### src/rtl/shake_hand_send_if.sv
// Signal bundle between local logic, the handshake transmitter and its remote receiver.
// master = transmitter side, slave = local writer plus remote receiver.
interface shake_hand_send_if #(
    parameter int DW = 8,
    parameter int AW = 2
);
    logic          wr_en;
    logic [DW-1:0] wr_data;
    logic          full;
    logic [AW:0]   count;
    logic          ack;
    logic          ready;
    logic [DW-1:0] dout;
    logic          sent;

    modport master (
        input  wr_en, wr_data, ack,
        output full, count, ready, dout, sent
    );

    modport slave (
        output wr_en, wr_data, ack,
        input  full, count, ready, dout, sent
    );
endinterface

### src/rtl/shake_hand_send.sv
// Transmit side of a four-phase ready/ack link: a small FIFO feeds bytes to a
// receiver on an unrelated clock, one byte per complete handshake.
module shake_hand_send #(
    parameter int DW = 8,
    parameter int AW = 2
) (
    input  logic               clk,
    input  logic               rst_n,
    shake_hand_send_if.master  io_bus
);
    localparam int            DEPTH    = 1 << AW;
    localparam logic [AW:0]   FULL_CNT = (AW+1)'(DEPTH);

    typedef enum logic [1:0] {
        S_IDLE = 2'd0,
        S_LOAD = 2'd1,
        S_HOLD = 2'd2,
        S_WAIT = 2'd3
    } state_t;

    state_t        r_state, w_state_nxt;
    logic          r_ack_d1, r_ack_d2;
    logic [DW-1:0] r_mem [DEPTH];
    logic [AW-1:0] r_wr_ptr, r_rd_ptr;
    logic [AW:0]   r_count, w_count_nxt;
    logic          r_full;
    logic          r_ready, w_ready_nxt;
    logic          r_sent, w_sent_nxt;
    logic [DW-1:0] r_dout;
    logic          w_wr, w_pop;

    // Two-flop synchronizer; nothing downstream looks at the raw ack pin.
    // NOTE: sequential state always uses non-blocking (<=) so every flop samples pre-edge values.
    always_ff @(posedge clk or negedge rst_n) begin
        if (!rst_n) begin
            r_ack_d1 <= 1'b0;
            r_ack_d2 <= 1'b0;
        end else begin
            r_ack_d1 <= io_bus.ack;
            r_ack_d2 <= r_ack_d1;
        end
    end

    assign w_wr = io_bus.wr_en && !r_full;

    // NOTE: every output of this block gets a default first, so no path can infer a latch.
    always_comb begin
        w_state_nxt = r_state;
        w_ready_nxt = 1'b0;
        w_sent_nxt  = 1'b0;
        w_pop       = 1'b0;
        unique case (r_state)
            S_IDLE: begin
                if (r_count != '0 && r_ack_d2) begin
                    w_pop       = 1'b1;
                    w_state_nxt = S_LOAD;
                end
            end
            S_LOAD: begin
                w_ready_nxt = 1'b1;
                w_state_nxt = S_HOLD;
            end
            S_HOLD: begin
                if (!r_ack_d2) begin
                    w_sent_nxt  = 1'b1;
                    w_state_nxt = S_WAIT;
                end else begin
                    w_ready_nxt = 1'b1;
                end
            end
            S_WAIT: begin
                if (r_ack_d2) w_state_nxt = S_IDLE;
            end
            default: w_state_nxt = S_IDLE;
        endcase
    end

    always_comb begin
        w_count_nxt = r_count;
        case ({w_wr, w_pop})
            2'b10:   w_count_nxt = r_count + (AW+1)'(1);
            2'b01:   w_count_nxt = r_count - (AW+1)'(1);
            default: w_count_nxt = r_count;
        endcase
    end

    always_ff @(posedge clk or negedge rst_n) begin
        if (!rst_n) begin
            r_state  <= S_IDLE;
            r_ready  <= 1'b0;
            r_sent   <= 1'b0;
            r_dout   <= '0;
            r_wr_ptr <= '0;
            r_rd_ptr <= '0;
            r_count  <= '0;
            r_full   <= 1'b0;
        end else begin
            r_state <= w_state_nxt;
            r_ready <= w_ready_nxt;
            r_sent  <= w_sent_nxt;
            r_count <= w_count_nxt;
            r_full  <= (w_count_nxt == FULL_CNT);
            if (w_wr)  r_wr_ptr <= r_wr_ptr + AW'(1);
            if (w_pop) begin
                r_rd_ptr <= r_rd_ptr + AW'(1);
                r_dout   <= r_mem[r_rd_ptr];
            end
        end
    end

    // NOTE: storage array is not reset; count/pointers already mark every entry invalid.
    always_ff @(posedge clk) begin
        if (w_wr) r_mem[r_wr_ptr] <= io_bus.wr_data;
    end

    assign io_bus.ready = r_ready;
    assign io_bus.dout  = r_dout;
    assign io_bus.sent  = r_sent;
    assign io_bus.count = r_count;
    assign io_bus.full  = r_full;
endmodule

### src/flat_wrapper.sv
// flat-port wrapper written by rule: the top's interface ports become plain ports
module shake_hand_send_flat 
#(
    parameter int DW = 8,
    parameter int AW = 2
)
  (clk, rst_n, io_bus_wr_en, io_bus_wr_data, io_bus_ack, io_bus_full, io_bus_count, io_bus_ready, io_bus_dout, io_bus_sent);
  shake_hand_send_if #(.DW(DW), .AW(AW)) io_bus_i ();
  input  logic clk;
  input  logic rst_n;
  input wire logic [$bits(io_bus_i.wr_en)-1:0] io_bus_wr_en;
  input wire logic [$bits(io_bus_i.wr_data)-1:0] io_bus_wr_data;
  input wire logic [$bits(io_bus_i.ack)-1:0] io_bus_ack;
  output wire logic [$bits(io_bus_i.full)-1:0] io_bus_full;
  output wire logic [$bits(io_bus_i.count)-1:0] io_bus_count;
  output wire logic [$bits(io_bus_i.ready)-1:0] io_bus_ready;
  output wire logic [$bits(io_bus_i.dout)-1:0] io_bus_dout;
  output wire logic [$bits(io_bus_i.sent)-1:0] io_bus_sent;
  assign io_bus_i.wr_en = io_bus_wr_en;
  assign io_bus_i.wr_data = io_bus_wr_data;
  assign io_bus_i.ack = io_bus_ack;
  assign io_bus_full = io_bus_i.full;
  assign io_bus_count = io_bus_i.count;
  assign io_bus_ready = io_bus_i.ready;
  assign io_bus_dout = io_bus_i.dout;
  assign io_bus_sent = io_bus_i.sent;
  shake_hand_send #(.DW(DW), .AW(AW)) u_core (.clk(clk), .rst_n(rst_n), .io_bus(io_bus_i));
endmodule
### config.mk
export PLATFORM = sky130hd
export DESIGN_NAME = shake_hand_send_flat
export DESIGN_NICKNAME = d
export VERILOG_FILES = /design/src/rtl/shake_hand_send_if.sv /design/src/rtl/shake_hand_send.sv /design/src/flat_wrapper.sv
export SDC_FILE = /design/constraint.sdc
export NUM_CORES = 1
export LEC_CHECK = 0
export ABC_AREA = 1
export CAP_MARGIN = 40
export CORE_ASPECT_RATIO = 2
export CORE_MARGIN = 2
export CORE_UTILIZATION = 55
export DETAILED_ROUTE_END_ITERATION = 10
export PLACE_DENSITY = 0.78
export SLEW_MARGIN = 20
export SYNTH_ARGS = -nofsm -noshare
export SYNTH_HDL_FRONTEND = slang
export SYNTH_SLANG_ARGS = --single-unit
### constraint.sdc
create_clock -name clk -period 5.1 [get_ports clk]
set_input_delay 1.275 -clock clk [delete_from_list [all_inputs] [get_ports clk]]
set_output_delay 1.275 -clock clk [all_outputs]
set_load 0.02 [all_outputs]
==> results_dict.tcl, run 1 <==
set metrics [dict create \
    status "finished clean" \
    placed_area_um2 2640 \
    synthSimpleGateAreaFrac 0.176 \
    yosysTopAreaCell "edfxtp_1" \
    worst-setup-path-type "input port to register" \
    drive_above_1_share 0.0524 \
    fin_tns_setup_ns 0 \
    hold_buffers 0 \
    grt.overflow.total 0 \
    grt_pass1_wl_mm 5.95 \
    cp_cell_sequence "clkdlybuf4s50_1 -> nand2_1 -> ha_1 -> inv_1 -> fa_1 -> nand2_1 -> o21ai_0 -> nand2_1 -> a21oi_1" \
    syn_avg_cell_area_um2 10.8 \
    post_cts_buffers 0 \
    synth_edf_count 32 \
    nNetsFinal 269 \
    viasPerCell 4.74 \
    r2r_slack_ns 2.70 \
    grt_max_degree 27 \
    synthCells 220 \
    whs_path_depth 0 \
    start_kind "input port" \
    die_area_um2 4880 \
    cts_tree "built" \
    ys_ff_latch 54 \
    ioPinCount 26 \
    final_max_slew_viol_count 0 \
    cp_common_cell "nand2_1" \
    dr.pass1.iters 4 \
    timing.rr.start "u_core.r_state[0]" \
    die_h_um 96.8 \
    start_util 0.574 \
    power.density_nw_per_um2 563 \
    fmax_mhz 358 \
    required_ns 5.33 \
    slowest_stage "fa_1" \
    max_slew_margin 0.469 \
    fin_crit_ns 2.80 \
    area_delta_synth_final_pct 15.0 \
    root_buffer "clkbuf_8" \
    setup_ws_ns 2.30 \
    cts_buffer_depth 2 \
    p_leak_nw 1.21 \
    grt_pass1_vias 1314 \
    place_ws_ns 1.96 \
    synthTopCellsByCount "nand2_1 (65), edfxtp_1 (32), inv_1 (28)" \
    placed_cells 292 \
    place.port_buffers 25 \
    max-cap-violations 0 \
    ant_nets 0 \
    worstPathMaxFanout 8 \
    yosysWarnings 0 \
    synth_area_leaders "edfxtp_1 (41%), dfrtp_1 (23%), nand2_1 (10%), ha_1 (4.8%), inv_1 (4.4%)" \
    drt_iter0_drc 24 \
    finalSetupViolations 0 \
    final_util 0.660 \
    synth_cell_types 24 \
    tightest_slew_ns 0.797 \
    cts_resized 0 \
    clkTransAtPathRegs_ns 0.09 \
    r2r_end "u_core.io_bus.full" \
    synth_top_family_by_area "simple AND/OR/NAND/NOR gates" \
    synth_xor_xnor_area_share 0.0148 \
    peakVddDrop_v 0.000432 \
    arrival_ns 3.03 \
    syn-cell-area_um2 2370 \
    dpl.hpwl_mm 2.69 \
    core_area_um2 4130 \
    fin_crit_sh 0.548 \
    design_area_um2 2720 \
    synth_mux_area_frac 0 \
    critPathMaxStageDelay_ns 0.47 \
    hold_violations 0 \
    whs_endpoint "u_core.r_ack_d2" \
    synthFlopType "edfxtp_1" \
    cts_inserted_buffers 5 \
    seq_area_frac_synth 0.638 \
    htreeDepth 2 \
    synth_compound_area_frac 0.0407 \
    synthAdderAreaFrac 0.0560 \
    clk_latency_ns 0.31 \
    synthArstFlopShare 0.407 \
    routedWlPerCell_um 11.6 \
    syn-num-nets 242 \
    antenna_found_initial 0 \
    die_w_um 50.4 \
    rows 33 \
    wl_mm 3.48 \
    synth_top_area_frac 0.406 \
    diodes 0 \
    rsz0062_at_grt "false" \
    fin_skew_ns 0.0120 \
    via_count 1422 \
    fin_cells 300 \
    finalWeightedCongestion 0.747 \
    hold_slack_ns 0.362 \
    cp-end-kind "register" \
    hp-start "u_core.r_ack_d1" \
    synth.most_common_cell "nand2_1" \
    reg2reg_depth 11 \
    clock_sinks 54 \
    drcViolationCount 0 \
    hp-class "register to register" \
    grtUsageTotal 0.165 \
    totalPowerFinal_mw 1.53 \
]
==> layer usage <==
metal / GRT usage / wire, um / vias to the layer above
met5: 0 / 0 / -
met4: 0.0811 / 89 / 0
met3: 0.0324 / 88 / 6
met2: 0.297 / 1950 / 26
met1: 0.177 / 1350 / 643
li1: - / - / 747
==> worst max-delay path by stage <==
stage                                     to  slack (ns)         start  cells after the start
final                     u_core.io_bus.full        2.30  io_bus_wr_en                      9
after global routing      u_core.io_bus.full        2.15  io_bus_wr_en                      9
after CTS                 u_core.io_bus.full        2.30  io_bus_wr_en                      9
after detailed placement  u_core.io_bus.full        1.96  io_bus_wr_en                      9
after global placement    u_core.io_bus.full        2.06  io_bus_wr_en                      9
after floorplan           u_core.io_bus.full        2.57  io_bus_wr_en                      8
==> worst max-delay path: cells and delay by family <==
kind                     cells  cell delay, ns
AO/OA/AOI/OAI                2            0.22
adder cells (fa/ha/maj)      2            0.70
buffers and inverters        2            0.47
AND/OR/NAND/NOR              3            0.36
==> power breakdown <==
| part | leakage (nW) | total, mW | internal [mW] | switching, mW |
|---|---|---|---|---|
| combinational | 0.607 | 0.600 | 0.257 | 0.343 |
| clock | 0.0418 | 0.232 | 0.0987 | 0.133 |
| sequential | 0.563 | 0.702 | 0.597 | 0.104 |
| total | 1.21 | 1.53 | 0.953 | 0.581 |
==> placed cells by master (no fill, tap or decap), drive strengths merged <==
cell	count
edfxtp	32
xor2	3
xnor2	1
fa	1
buf	1
o21a	1
clkbuf	6
a21oi	3
nand2	65
nor2	23
o211ai	8
inv	31
nand4	1
clkinvlp	1
ha	9
nand3	4
clkdlybuf4s50	25
o21ai	2
dfrtp	22
or2	9
==> sequential cells by signal, indices dropped and copies added (netlist names) <==
name                 flops
u_core.io_bus.full       1
u_core.r_wr_ptr          2
u_core.io_bus.count      3
u_core.r_mem            32
u_core.io_bus.sent       1
u_core.io_bus.ready      1
u_core.r_state           2
u_core.r_rd_ptr          2
u_core.r_ack_d2          1
u_core.io_bus.dout       8
u_core.r_ack_d1          1
==> cell type report <==
cell class / instances / area [um2]
sequential: 54 / 1510
fill: 319 / 1410
multi-input combinational: 130 / 682
timing repair buffer: 26 / 262
inverter: 30 / 115
clock buffer: 6 / 72.6
tap: 52 / 65.1
clock inverter: 2 / 16.3
==> cell families (layout without fill, tap and decap cells) <==
kind of cell,after synthesis,in the layout
AND/OR/NAND/NOR,102,102
adder cells (fa/ha/maj),10,10
AO/OA/AOI/OAI,14,14
buffers and inverters,36,64
flip-flops,54,54
XOR/XNOR,4,4
Note: power is estimated with default switching activity, not from simulation.
==> inputs of run 2 (changes only) <==
Settings changed: CORE_UTILIZATION 55 to 50, PLACE_DENSITY 0.78 to 0.75.
Clock period 5.1 ns to 2.3 ns, I/O delays scaled along.
==> run 2 against run 1 <==
Compared with the run above:
- cell count is 3.7% higher
- combinational power increased by 140%
- critical path depth grew 2
- core utilization is 5.0 points lower
- global-route usage grew 0.27 points
- worst setup slack got worse by 2.0 ns
- largest cell class unchanged
- final area rose by 3.0%
- flip-flop and latch count did not move
- count of clock-buffer cells in the layout unchanged
- die area increased by 9.4%
- hold slack gained 0.0026 ns
- total power is 140% higher
==> results_dict.tcl, run 2 (same netlist as run 1, synthesis figures left out) <==
set metrics [dict create \
    max_slew_margin 0.585 \
    grtUsageTotal 0.168 \
    power.density_nw_per_um2 1290 \
    area_delta_synth_final_pct 18.4 \
    cts_buffer_depth 2 \
    r2r_slack_ns 0.26 \
    slowest_stage "fa_1" \
    critPathMaxStageDelay_ns 0.49 \
    final_util 0.610 \
    grt_pass1_wl_mm 6.53 \
    cts_tree "built" \
    max-cap-violations 0 \
    p_leak_nw 1.26 \
    grt.overflow.total 0 \
    root_buffer "clkbuf_8" \
    tightest_slew_ns 0.622 \
    dr.pass1.iters 4 \
    ioPinCount 26 \
    hp-class "register to register" \
    arrival_ns 2.26 \
    largest_reg_flops 32 \
    regMostFlops "u_core.r_mem" \
    peakVddDrop_v 0.000866 \
    final_max_slew_viol_count 0 \
    routedWlPerCell_um 12.5 \
    cts_resized 0 \
    placed_area_um2 2700 \
    fin_tns_setup_ns 0 \
    rsz0062_at_grt "false" \
    start_kind "register" \
    rows 35 \
    ant_nets 0 \
    htreeDepth 2 \
    drt_iter0_drc 29 \
    mostFrequentLayoutCell "nand2_1" \
    cp_cell_sequence "inv_1 -> ha_1 -> nand3_2 -> inv_2 -> ha_1 -> inv_1 -> fa_1 -> nand2_1 -> o21ai_0 -> nand2_1 -> a21oi_1" \
    fin_crit_sh 0.888 \
    cts_inserted_buffers 5 \
    layout_common_cells "nand2_1 (65), edfxtp_1 (32), inv_1 (28)" \
    place.port_buffers 25 \
    grt_pass1_vias 1484 \
    start_util 0.515 \
    required_ns 2.52 \
    die_w_um 52.7 \
    via_count 1525 \
    design_area_um2 2810 \
    status "finished clean" \
    fin_crit_ns 2.04 \
    clock_sinks 54 \
    diodes 0 \
    drcViolationCount 0 \
    fmax_mhz 490 \
    core_area_um2 4600 \
    die_h_um 101 \
    dpl.hpwl_mm 2.73 \
    antenna_found_initial 0 \
    worst-setup-path-type "register to register" \
    drive_above_1_share 0.0820 \
    clk_latency_ns 0.30 \
    fin_skew_ns 0.00870 \
    post_cts_buffers 0 \
    placed_cells 303 \
    nNetsFinal 277 \
    hold_buffers 0 \
    hold_slack_ns 0.364 \
    finalWeightedCongestion 0.763 \
    finalSetupViolations 0 \
    clkTransAtPathRegs_ns 0.09 \
    die_area_um2 5340 \
    cp-end-kind "register" \
    worstPathMaxFanout 4 \
    hold_violations 0 \
    wl_mm 3.89 \
    viasPerCell 4.90 \
    grt_max_degree 23 \
    fin_cells 311 \
]
[run 2: changes by cell type in the layout (fill, tap and decap cells not counted), sizes merged]
| cell | before | now |
|---|---|---|
| inv | 31 | 30 |
| bufinv | 0 | 1 |
| buf | 1 | 9 |
[run 2: critical path: cells and delay by family (launching register included)]
kind | cells | cell delay (ns)
AO/OA/AOI/OAI | 2 | 0.20
flip-flops | 1 | 0.43
buffers and inverters | 3 | 0.25
AND/OR/NAND/NOR | 3 | 0.25
adder cells (fa/ha/maj) | 3 | 0.85
[run 2: cell type report]
class                   count  area (um2)
clock buffers               6        72.6
repair buffers             34         318
well taps                  55        68.8
flip-flops and latches     54        1510
clock inverters             2        37.5
fillers                   397        1790
multi-input cells         130         682
inverters                  30         115
[run 2: per-layer routing]
metal	global-route usage	wire, um	vias up
met4	0.0828	106	0
met3	0.0177	111	8
met5	0	0	-
met2	0.311	2180	31
met1	0.181	1490	723
li1	-	-	763
[run 2: path summary, 6_finish.rpt]
| path | depth (start not counted) | start | endpoint |
|---|---|---|---|
| worst min-delay path | 0 | u_core.r_ack_d1 | u_core.r_ack_d2 |
| max in group asynchronous | 2 | rst_n | u_core.r_wr_ptr[1] |
| min in group asynchronous | 2 | rst_n | u_core.io_bus.dout[1] |
| worst min register to register | 0 | u_core.r_ack_d1 | u_core.r_ack_d2 |
| worst max register to register | 11 | u_core.r_state[0] | u_core.io_bus.full |
| worst max-delay path | 11 | u_core.r_state[0] | u_core.io_bus.full |
[run 2: stage by stage]
| step | worst slack [ns] | power (mW) |
|---|---|---|
| 2_1_floorplan | 0.363 | 2.56 |
| 3_3_place_gp | 0.149 | 2.99 |
| 3_5_place_dp | 0.0695 | 3.03 |
| 4_1_cts | 0.255 | 3.65 |
| 5_1_grt | 0.0509 | 3.90 |
| 6_report | 0.257 | 3.61 |
[run 2: where the power goes]
group          switching, mW  internal, mW  total [mW]
registers              0.207          1.32        1.53
logic                  0.831         0.632        1.46
clock network          0.288         0.325       0.613
total                   1.33          2.28        3.61
